===== config.mk =====
export PLATFORM = sky130hd
export DESIGN_NAME = ysyx_23060180_mem_bridge
export DESIGN_NICKNAME = d
export VERILOG_FILES = /design/src/rtl/ysyx_23060180_pkg.sv /design/src/rtl/ysyx_23060180_mem_bridge.sv
export SDC_FILE = /design/constraint.sdc
export NUM_CORES = 1
export LEC_CHECK = 0
export ABC_AREA = 1
export BUFFER_PORTS_ARGS = -buffer_cell sky130_fd_sc_hd__buf_2
export CELL_PAD_IN_SITES_DETAIL_PLACEMENT = 1
export CELL_PAD_IN_SITES_GLOBAL_PLACEMENT = 2
export CORE_MARGIN = 4
export CORE_UTILIZATION = 26
export CTS_CLUSTER_SIZE = 8
export DETAILED_ROUTE_END_ITERATION = 8
export GPL_TIMING_DRIVEN = 0
export MAX_ROUTING_LAYER = met4
export PLACE_DENSITY_LB_ADDON = 0.1
export SYNTH_ARGS = -nofsm -noshare
export SYNTH_HDL_FRONTEND = slang
export SYNTH_SLANG_ARGS = --single-unit

===== constraint.sdc =====
create_clock -name clk -period 3.9 [get_ports clk]
set_clock_uncertainty 0.15 [all_clocks]
set_input_delay 0.39 -clock clk [delete_from_list [all_inputs] [get_ports clk]]
set_output_delay 0.39 -clock clk [all_outputs]
set_load 0.1 [all_outputs]

===== src/rtl/ysyx_23060180_pkg.sv =====
// ysyx_23060180_pkg: shared types and constants for the core memory bridge
package ysyx_23060180_pkg;
   typedef enum logic [1:0] {IDLE, REQ, WAIT, DONE} mem_bridge_state_t;
   localparam logic [31:0] ERR_DATA_DEFAULT = 32'hDEAD_BEEF;
   typedef struct packed {
      logic [31:0] addr;
      logic [31:0] wdata;
      logic [3:0]  wstrb;
      logic        we;
   } mem_req_t;
   // reads are judged as word accesses; writes by their byte-enable shape
   function automatic logic misaligned(input logic we, input logic [31:0] addr, input logic [3:0] be);
      logic word_bad, half_bad;
      word_bad = (addr[1:0] != 2'b00) && (!we || be == 4'b1111);
      half_bad = we && addr[0] && (be == 4'b0011 || be == 4'b1100);
      return word_bad || half_bad;
   endfunction
endpackage


===== src/rtl/ysyx_23060180_mem_bridge.sv =====
// ysyx_23060180_mem_bridge: strobe-to-valid/ready memory bridge with timeout; YSYX_23060180_MISALIGN_CHK_EN enables misalignment faults
module ysyx_23060180_mem_bridge
   import ysyx_23060180_pkg::*;
#(
   parameter int unsigned TIMEOUT  = 255,
   parameter logic [31:0] ERR_DATA = ERR_DATA_DEFAULT
) (
   input  logic        clk,
   input  logic        rst,
   input  logic        core_rd,
   input  logic        core_wr,
   input  logic [31:0] core_addr,
   input  logic [31:0] core_wdata,
   input  logic [3:0]  core_wbit_en,
   output logic [31:0] core_rdata,
   output logic        core_stall,
   output logic        bus_err,
   output logic        m_req_valid,
   input  logic        m_req_ready,
   output logic        m_req_we,
   output logic [31:0] m_req_addr,
   output logic [31:0] m_req_wdata,
   output logic [3:0]  m_req_wstrb,
   input  logic        m_rsp_valid,
   input  logic [31:0] m_rsp_rdata
);
   mem_bridge_state_t state;
   mem_req_t          req;
   logic [7:0]        cnt;
   logic [31:0]       rdata_q;
   logic              err_q;
   logic              strobe, busy, expire, bad;
   assign strobe = core_rd | core_wr;
   assign busy   = (state == REQ) || (state == WAIT);
   // the cycle that would be the TIMEOUT-th in flight aborts, even if the memory answers in it
   assign expire = busy && (cnt == 8'(TIMEOUT - 1));
`ifdef YSYX_23060180_MISALIGN_CHK_EN
   assign bad = misaligned(core_wr, core_addr, core_wbit_en);
`else
   assign bad = 1'b0;
`endif
   assign core_stall  = (state == IDLE && strobe) || busy;
   assign m_req_valid = state == REQ;
   assign m_req_we    = req.we;
   assign m_req_addr  = req.addr;
   assign m_req_wdata = req.wdata;
   assign m_req_wstrb = req.wstrb;
   assign core_rdata  = rdata_q;
   assign bus_err     = err_q;
   // access sequencer: latch, issue, await response or timeout, then release the core for one cycle
   always_ff @(posedge clk or posedge rst) begin
      if (rst) begin
         state   <= IDLE;
         req     <= '0;
         cnt     <= '0;
         rdata_q <= '0;
         err_q   <= 1'b0;
      end else begin
         err_q <= 1'b0;
         case (state)
            IDLE: if (strobe) begin
               if (bad) begin
                  state   <= DONE;
                  err_q   <= 1'b1;
                  rdata_q <= ERR_DATA;
               end else begin
                  state <= REQ;
                  cnt   <= '0;
                  req   <= '{addr: core_addr, wdata: core_wdata,
                             wstrb: core_wr ? core_wbit_en : 4'b0000, we: core_wr};
               end
            end
            REQ, WAIT: begin
               cnt <= cnt + 8'd1;
               if (expire) begin
                  state   <= DONE;
                  err_q   <= 1'b1;
                  rdata_q <= ERR_DATA;
               end else if (state == REQ && m_req_ready) begin
                  state <= WAIT;
               end else if (state == WAIT && m_rsp_valid) begin
                  state   <= DONE;
                  rdata_q <= req.we ? rdata_q : m_rsp_rdata;
               end
            end
            default: state <= IDLE;
         endcase
      end
   end
endmodule


==> results by group, run 1 <==
Cells and area
  – Final design utilization: 0.364
  – Syn-to-layout area delta: 35.6%
  – Layout cell share with drive strength beyond 1: 0.345
  – Nets@finish: roughly 870
  – Fillers: around 2200
  – Final non-filler cell total: roughly 990

Yosys
  – Post-synthesis mux area share: 0
  – Synth top area cells: dfrtp_1, nand2_1, a21oi_1
  – Largest family of logic cells by synthesized area: simple AND/OR/NAND/NOR gates
  – Synth Area in Simple Gates: 0.262
  – Synthesized area per cell: around 8.8 um2
  – Post-synthesis sequential area ratio: 0.595
  – Synth unique cells: 21
  – Post-synth net total: about 650
  – Adder-cell area share of the yosys netlist: 0.0159
  – Syn Inst Count: 535
  – FFs w/ async S/R, synth: 1.00
  – Compound-Gate Fraction of Synth Area: 0.0728
  – XOR/XNOR Fraction of Synth Area: 0
  – Post-synth top flop: dfrtp_1
  – Area leader, netlist: dfrtp_1
  – Seq cells post-synth: 112
  – Synth warn: 0
  – Cell area after synthesis: 0.00471 mm2
  – Post-synth top area share: 0.595
  – EDFF count, synth: 0

Route
  – Avg WL per Cell: approximately 16 um
  – First drt pass iteration count: 4
  – Final WL: 15500 um
  – Number of vias per cell: 4.39
  – Via count: around 4300
  – DR DRC count: 0
  – Routed Antenna Nets: 0
  – Initial DRC count: 172

STA
  – Setup TNS Final: 0 ps
  – Hold WS: between 70 and 80 ps
  – Post-route minimum period: roughly 2900 ps
  – F_max: 0.350 GHz
  – Max-slew headroom: 0.656
  – Worst slew pin tran: 520 ps
  – Hold Fails Final Rpt: 0
  – Tcrit/Tclk final: 0.733
  – RSZ-0062 raised after global routing: false
  – Setup violations, final: 0
  – Slew Viols, Final: 0

Outcome
  – Status: completed

Setup path
  – CP required: between 3000 and 4000 ps
  – Most used cell, CP: buf_2
  – CP Capture Type: output port
  – Worst Path Max Fanout: 10
  – Max incr delay on CP: 420 ps
  – R2R Path Start: state[0]
  – Worst path cell trace: inv_1, ha_1, buf_2, inv_1, nor2_2, inv_2, buf_2, nand2_1, buf_2
  – Startpoint Class: flop
  – Critical path type: flop to output port
  – Arr. time, crit path: between 2000 and 2500 ps
  – Crit-path leading delay family: buffers and inverters
  – Slowest CP cell: dfrtp_1
  – Worst Setup SP: state[0]
  – Buf/Inv on CP: 6

Die
  – Row count: 48
  – Core area: ~0.018 mm2
  – Die Span Y: 143 um
  – DIE WIDTH: 143 um
  – Initial Utilization: 0.268
  – IO Pins: 210
  – Die footprint: 0.0203 mm2

Clocking
  – CTS Buffer Depth: 2
  – Clock-pin slew on the worst setup and hold paths: 80 ps
  – H-tree levels: 3
  – CTS Buf Count: 9
  – Clock latency on the worst-skew pair: between 300 and 400 ps
  – CTS resizes: 0
  – CTS sink count: 112
  – CTS tree: yes
  – CTS root buffer: clkbuf_16

Min path
  – HP Start: core_addr[9]
  – Hold Crit Class: primary input to flop

Placed design
  – Routability cong.: about 0.75
  – I/O Buffers: between 200 and 250
  – Post-detail-place hpwl: 11800 um
  – Placed Instances: 970

Global routing
  – All-layer global routing usage: 0.156
  – Global-route wire length before repair: around 25000 um
  – Vias in the first global route: 4610
  – Remaining Overflow, GRT: 0
  – Antenna violations before repair: 1
  – Largest net degree at the start of global routing: 75

Run
  – Max cap viols: 0
## cells by family after synthesis
kind of cell,after synthesis
buffers and inverters,41
AND/OR/NAND/NOR,312
flip-flops,112
AO/OA/AOI/OAI,64
adder cells (fa/ha/maj),6
## Yosys cell counts, types with 2 or more instances
master      n
nand2_1   247
nand4_1     5
o21ai_0     7
nor2_1     33
buf_6      10
ha_1        6
inv_1      11
a21oi_1    33
o21ai_1    22
a21oi_4     2
buf_4       3
inv_2       2
buf_2      12
nand3_1    20
clkbuf_1    2
nor2_2      3
nand2_2     2
dfrtp_1   112
## flip-flops by register name, indices dropped and copies added, names as in the netlist
signal / count
m_req_wstrb: 4
m_req_addr: 32
m_req_wdata: 32
core_rdata: 32
cnt: 8
state: 2
m_req_we: 1
bus_err: 1
## layout make-up
class,instances,area [um2],area share
timing repair buffer,211,1080,0.170
buffer,27,203,0.0318
multi-input combinational,382,1650,0.258
tap,225,282,0.0441
clock inverter,7,78.8,0.0123
sequential,112,2800,0.439
inverter,14,57.6,0.00902
antenna,1,2.50,0.000392
clock buffer,9,225,0.0353
## worst paths after layout
path / endpoint / slack (ps) / cells after the start
worst min register to register: m_req_wdata[2] / 320 / 2
min in group asynchronous: m_req_wdata[13] / 430 / 3
worst min-delay path: m_req_addr[9] / 80 / 3
worst max register to register: core_rdata[6] / 1830 / 8
max in group asynchronous: m_req_addr[23] / 2470 / 4
worst max-delay path: core_stall / 1040 / 9
## per-stage QoR
step                      area (um2)  setup slack (ps)
after floorplan                 4710               401
after global placement          6030             -1230
after detailed placement        6070              1360
after CTS                       6380               965
after global routing            6380               839
final                           6380              1040
## metal layers
| metal | wire length (um) | vias up | GRT usage | part of all wire |
|---|---|---|---|---|
| met1 | 6970 | 2063 | 0.205 | 0.45 |
| met4 | 195 | 0 | 0.0425 | 0.013 |
| met3 | 945 | 13 | 0.0296 | 0.061 |
| li1 | - | 2132 | - | - |
| met5 | 0 | - | - | 0 |
| met2 | 7370 | 125 | 0.247 | 0.48 |
## timing repair
action | 4_1_cts | 5_1_grt
endpoints found under the hold margin | 38 | 0
setup endpoints to repair | 0 | 0
buffers inserted | 0 | 0
hold buffers | 1 | 0
## layout by cell type (no fill, tap or decap), types with 3 or more instances in the layout
master,n
clkbuf_16,9
o21ai_1,22
buf_2,221
buf_6,10
nor2_1,33
a21oi_1,33
nand3_1,20
o21ai_0,7
dfrtp_1,112
inv_1,10
nor2_2,3
buf_4,3
nand4_1,5
ha_1,6
nand2_1,247
## worst min-delay path, cell delays in order
cell and delay, ps:
buf_2 70, nand2_1 40, nand2_1 50
Power of run 1 is not shown: default switching activity piles up to over one toggle a cycle in this logic, so the estimate is an artifact.
==> run 2: changes to the inputs <==
--- a/config.mk
+++ b/config.mk
@@ -5,12 +5,12 @@
 export SDC_FILE = /design/constraint.sdc
 export NUM_CORES = 1
 export LEC_CHECK = 0
-export ABC_AREA = 1
+export ABC_AREA = 0
 export BUFFER_PORTS_ARGS = -buffer_cell sky130_fd_sc_hd__buf_2
 export CELL_PAD_IN_SITES_DETAIL_PLACEMENT = 1
 export CELL_PAD_IN_SITES_GLOBAL_PLACEMENT = 2
 export CORE_MARGIN = 4
-export CORE_UTILIZATION = 26
+export CORE_UTILIZATION = 28
 export CTS_CLUSTER_SIZE = 8
 export DETAILED_ROUTE_END_ITERATION = 8
 export GPL_TIMING_DRIVEN = 0
==> constraint.sdc (replaced) <==
create_clock -name clk -period 2.8 [get_ports clk]
set_clock_uncertainty 0.15 [all_clocks]
set_input_delay 0.28 -clock clk [delete_from_list [all_inputs] [get_ports clk]]
set_output_delay 0.28 -clock clk [all_outputs]
set_load 0.1 [all_outputs]
==> results by group, run 2 <==
Outcome
  – Status: completed

Global routing
  – All-layer global routing usage: 0.158
  – Largest net degree at the start of global routing: 32
  – Antenna violations before repair: 0
  – Remaining Overflow, GRT: 0
  – Vias in the first global route: roughly 4200
  – Global-route wire length before repair: 21900 um

Min path
  – Hold Crit Class: primary input to flop
  – HP Start: m_rsp_rdata[7]

STA
  – Setup TNS Final: 0 ps
  – F_max: just under 0.4 GHz
  – Final worst setup slack: about 200 ps
  – Worst slew pin tran: 622 ps
  – RSZ-0062 raised after global routing: false
  – Max-slew headroom: 0.584
  – Setup violations, final: 0
  – Tcrit/Tclk final: 0.928
  – Post-route minimum period: about 2600 ps
  – Slew Viols, Final: 0
  – Hold Fails Final Rpt: 0

Yosys
  – Synth warn: 0
  – Post-synth net total: between 400 and 500
  – Post-synth top area share: 0.624
  – Area leader, netlist: dfrtp_1
  – Top-count cell post-synth: dfrtp_1
  – Cell area after synthesis: ~0.0045 mm2
  – FFs w/ async S/R, synth: 1.00
  – Post-synth top flop: dfrtp_1
  – Seq cells post-synth: 112
  – Synth unique cells: 30
  – Post-synthesis sequential area ratio: 0.624
  – Synth top area cells: dfrtp_1, mux2_2, nand2_1
  – EDFF count, synth: 0
  – Commonest cells post-synth: dfrtp_1, nand2_1, mux2_2
  – Synthesized area per cell: 12.2 um2
  – Syn Inst Count: about 370

Run
  – Max cap viols: 0

Setup path
  – CP Capture Type: output port
  – Critical path type: flop to output port
  – Worst Setup SP: state[0]
  – Worst Path Max Fanout: 10
  – CP required: between 2000 and 2500 ps
  – Arr. time, crit path: roughly 2200 ps
  – R2R Path Start: state[0]
  – Startpoint Class: flop

Route
  – Final WL: between 10000 and 15000 um
  – First drt pass iteration count: 4
  – Number of vias per cell: 4.42
  – Initial DRC count: 70
  – Via count: approximately 3800
  – DR DRC count: 0
  – Avg WL per Cell: 16.3 um
  – Routed Antenna Nets: 0

Clocking
  – CTS root buffer: clkbuf_16
  – CTS Buffer Depth: 2
  – CTS Buf Count: 9
  – CTS sink count: about 110
  – Clock latency on the worst-skew pair: 340 ps
  – CTS tree: yes
  – Clock-pin slew on the worst setup and hold paths: 70 ps
  – H-tree levels: 3

Die
  – Core area: between 0.015 and 0.02 mm2
  – Initial Utilization: 0.284
  – Row count: 46
  – DIE WIDTH: roughly 130 um
  – Die footprint: approximately 0.018 mm2
  – IO Pins: 210
  – Die Span Y: 135 um

Cells and area
  – Most frequent cells in the layout: buf_2, dfrtp_1, nand2_1
  – Fillers: between 1500 and 2000
  – Design area: about 0.0067 mm2
  – Nets@finish: 753
  – Most common library cell in the layout ignoring fill and taps: buf_2
  – ANT cells: 0
  – Reg area: roughly 0.0028 mm2
  – Syn-to-layout area delta: 49.5%
  – Layout cell share with drive strength beyond 1: 0.480
  – Area of the multi-input gates: 0.00156 mm2

Placed design
  – DP Area: between 0.005 and 0.006 mm2
  – I/O Buffers: about 210
  – Post-Place Worst Slack: roughly 75 ps
  – Post-detail-place hpwl: about 11000 um
  – Routability cong.: ~0.75
run 2: cell types whose count changed after synthesis, sizes merged, moves of 8 or more:
| cell | before | now |
|---|---|---|
| nor2 | 36 | 2 |
| o21ai | 29 | 9 |
| buf | 25 | 14 |
| nand2 | 250 | 84 |
| inv | 13 | 5 |
| mux2 | 0 | 64 |
| nand3 | 20 | 30 |
| a21oi | 35 | 11 |
run 2: through the flow:
| step | std cells | utilization | hold slack, ps |
|---|---|---|---|
| finish | 862 | 0.424 | 9.46 |
| global route | 862 | 0.424 | 3.62 |
| CTS | 862 | 0.424 | 0.0929 |
| detailed placement | 795 | 0.371 | 239 |
| global placement | 792 | 0.367 | 299 |
| floorplan | 368 | - | 261 |
run 2: cell type report:
cell class,instances,share of cell area
sequential,112,0.417
timing repair buffer,263,0.242
multi-input combinational,230,0.232
tap,216,0.0402
clock buffer,10,0.0356
buffer,19,0.0160
clock inverter,6,0.0130
inverter,6,0.00391
run 2: per-layer routing:
layer / vias to the layer above / GRT usage / wire, um
met5: - / - / 0
met4: 0 / 0.0656 / 374
met3: 25 / 0.0294 / 794
met2: 121 / 0.259 / 6890
met1: 1861 / 0.192 / 5950
li1: 1805 / - / -
run 2: worst paths after layout:
check / end / slack (ps) / cells past startpoint
max in group asynchronous: m_req_wdata[1] / 1520 / 4
worst min register to register: m_req_wstrb[2] / 320 / 2
worst max register to register: core_rdata[12] / 370 / 8
worst max-delay path: core_stall / 200 / 6
worst min-delay path: core_rdata[7] / 9 / 3
min in group asynchronous: core_rdata[30] / 410 / 3
run 2: cell families (layout without fill, tap and decap cells):
| logic type | after synthesis | count (layout) | synth area share |
|---|---|---|---|
| mux | 65 | 65 | 0.163 |
| flops | 112 | 112 | 0.624 |
| compound gates | 32 | 32 | 0.0437 |
| fa+ha+maj | 6 | 6 | 0.0167 |
| buf+inv | 26 | 304 | 0.0298 |
| simple gates | 127 | 127 | 0.123 |
run 2: critical path: stages (launching register included):
cell     delay, ps
dfrtp_1        430
inv_1          100
ha_1           410
o21ai_2        230
buf_2          260
nand2_1         90
buf_4          290
run 2: what timing repair did:
action,in CTS,in global routing
resized for setup,2,0
setup endpoints to repair,1,0
buffers inserted,0,0
hold endpoints to repair,72,0
hold buffers,52,0
Power of run 2 is left out for the same reason.
==> run 3: changes to the inputs <==
--- a/config.mk
+++ b/config.mk
@@ -6,14 +6,13 @@
 export NUM_CORES = 1
 export LEC_CHECK = 0
 export ABC_AREA = 0
-export BUFFER_PORTS_ARGS = -buffer_cell sky130_fd_sc_hd__buf_2
 export CELL_PAD_IN_SITES_DETAIL_PLACEMENT = 1
 export CELL_PAD_IN_SITES_GLOBAL_PLACEMENT = 2
 export CORE_MARGIN = 4
-export CORE_UTILIZATION = 28
+export CORE_UTILIZATION = 38
 export CTS_CLUSTER_SIZE = 8
 export DETAILED_ROUTE_END_ITERATION = 8
-export GPL_TIMING_DRIVEN = 0
+export DONT_BUFFER_PORTS = 1
 export MAX_ROUTING_LAYER = met4
 export PLACE_DENSITY_LB_ADDON = 0.1
 export SYNTH_ARGS = -nofsm -noshare
==> results by group, run 3 (synthesized netlist as in run 2, its figures left out) <==
Outcome
  – Status: completed

Global routing
  – Gr busiest metal: met2
  – Met2 usage: 0.328
  – Global-route wire length before repair: between 15000 and 20000 um
  – Largest net degree at the start of global routing: ~70
  – Vias in the first global route: about 3500
  – All-layer global routing usage: 0.193
  – Met3 usage: 0.0715
  – Remaining Overflow, GRT: 0
  – GRT met1 Usage: 0.220
  – Antenna violations before repair: 0

Die
  – Core area: around 0.012 mm2
  – Die Span Y: between 100 and 150 um
  – Die footprint: ~0.014 mm2
  – Row count: 39
  – IO Pins: 210
  – Initial Utilization: 0.390
  – DIE WIDTH: between 100 and 150 um

Setup path
  – Arr. time, crit path: ~2400 ps
  – Startpoint Class: flop
  – Critical path type: flop to flop
  – Worst Path Max Fanout: 32
  – CP required: about 2900 ps
  – CP Capture Type: flop
  – Reg2reg path depth: 7

Cells and area
  – Syn-to-layout area delta: 34.3%
  – Fillers: roughly 1200
  – Most common library cell in the layout ignoring fill and taps: dfrtp_1
  – Layout cell share with drive strength beyond 1: 0.204
  – Nets@finish: 588
  – ANT cells: 0
  – Final design utilization: 0.524
  – Design area: a little over 0.006 mm2
  – Most frequent cells in the layout: dfrtp_1, dlygate4sd3_1, nand2_1

Route
  – First drt pass iteration count: 4
  – Final WL: approximately 13000 um
  – Avg WL per Cell: between 20 and 25 um
  – Routed Antenna Nets: 0
  – DR DRC count: 0
  – Number of vias per cell: 5.08
  – Initial DRC count: slightly below 200
  – Via count: around 3200

STA
  – Setup violations, final: 0
  – Slew Viols, Final: 0
  – Hold Fails Final Rpt: 0
  – Post-route minimum period: approximately 2400 ps
  – RSZ-0062 raised after global routing: false
  – Worst slew pin tran: approximately 950 ps
  – Setup TNS Final: 0 ps
  – Max-slew headroom: 0.368
  – Final worst setup slack: 430 ps
  – F_max: approximately 0.42 GHz
  – Tcrit/Tclk final: 0.846

Min path
  – Hold Crit Class: primary input to flop
  – Worst Hold Path Cells: 4

Clocking
  – Clock-pin slew on the worst setup and hold paths: 70 ps
  – CTS sink count: roughly 110
  – Post-CTS setup buffers: 0
  – H-tree levels: 3
  – CTS tree: yes
  – Clock latency on the worst-skew pair: between 300 and 400 ps
  – CTS Buffer Depth: 2
  – CTS root buffer: clkbuf_16
  – CTS Buf Count: 9

Placed design
  – I/O Buffers: 0
  – Post-Place Worst Slack: 454 ps
  – DP Area: between 0.004 and 0.005 mm2
  – Routability cong.: 0.717
  – Post-detail-place hpwl: between 8000 and 9000 um

Run
  – Max cap viols: 0
[run 3: changes by cell type in the layout (fill, tap and decap cells not counted), sizes merged]
| cell | previous run | this run |
|---|---|---|
| buf | 225 | 14 |
| dlygate4sd3 | 52 | 103 |
| clkbuf | 15 | 9 |
| bufinv | 2 | 0 |
| inv | 6 | 8 |
[run 3: through the flow]
step                      hold slack, ps  instances
after CTS                            240        623
after global placement               140        505
after floorplan                      261        368
after global routing                 259        623
after detailed placement             147        505
final                                238        623
[run 3: worst paths after layout]
check                             endpoint  slack [ps]  startpoint
hold / removal              m_req_wstrb[3]         240     core_rd
setup reg to reg            core_rdata[26]         430    state[0]
setup / recovery            core_rdata[26]         430    state[0]
hold reg to reg                     cnt[4]         380      cnt[4]
max in group asynchronous    m_req_addr[0]        1440         rst
min in group asynchronous  m_req_wdata[17]         390         rst
[run 3: timing repair]
item                                   in CTS  in global routing
endpoints found under the hold margin     130                  0
hold buffers                              103                  0
resized for setup                           0                  0
[run 3: cell type report]
type | instances | area, um2 | share of cell area
sequential | 112 | 2800 | 0.465
multi-input combinational | 230 | 1580 | 0.261
timing repair buffer | 117 | 1170 | 0.195
clock buffer | 9 | 225 | 0.0373
tap | 143 | 179 | 0.0297
clock inverter | 6 | 48.8 | 0.00809
inverter | 6 | 26.3 | 0.00436
[run 3: routing by layer]
| layer | vias to the layer above | routed length [um] |
|---|---|---|
| met4 | 0 | 107 |
| met2 | 114 | 6760 |
| met3 | 10 | 1010 |
| met1 | 1578 | 5050 |
| li1 | 1464 | - |
| met5 | - | 0 |
[run 3: worst max-delay path, cell delays in order, from the launching register on]
cell     delay, ps
dfrtp_1        400
inv_1           80
ha_1           410
inv_2          160
or4b_1         540
buf_4          260
nand2_1        120
nand3_1        100
Power of run 3 is left out for the same reason.
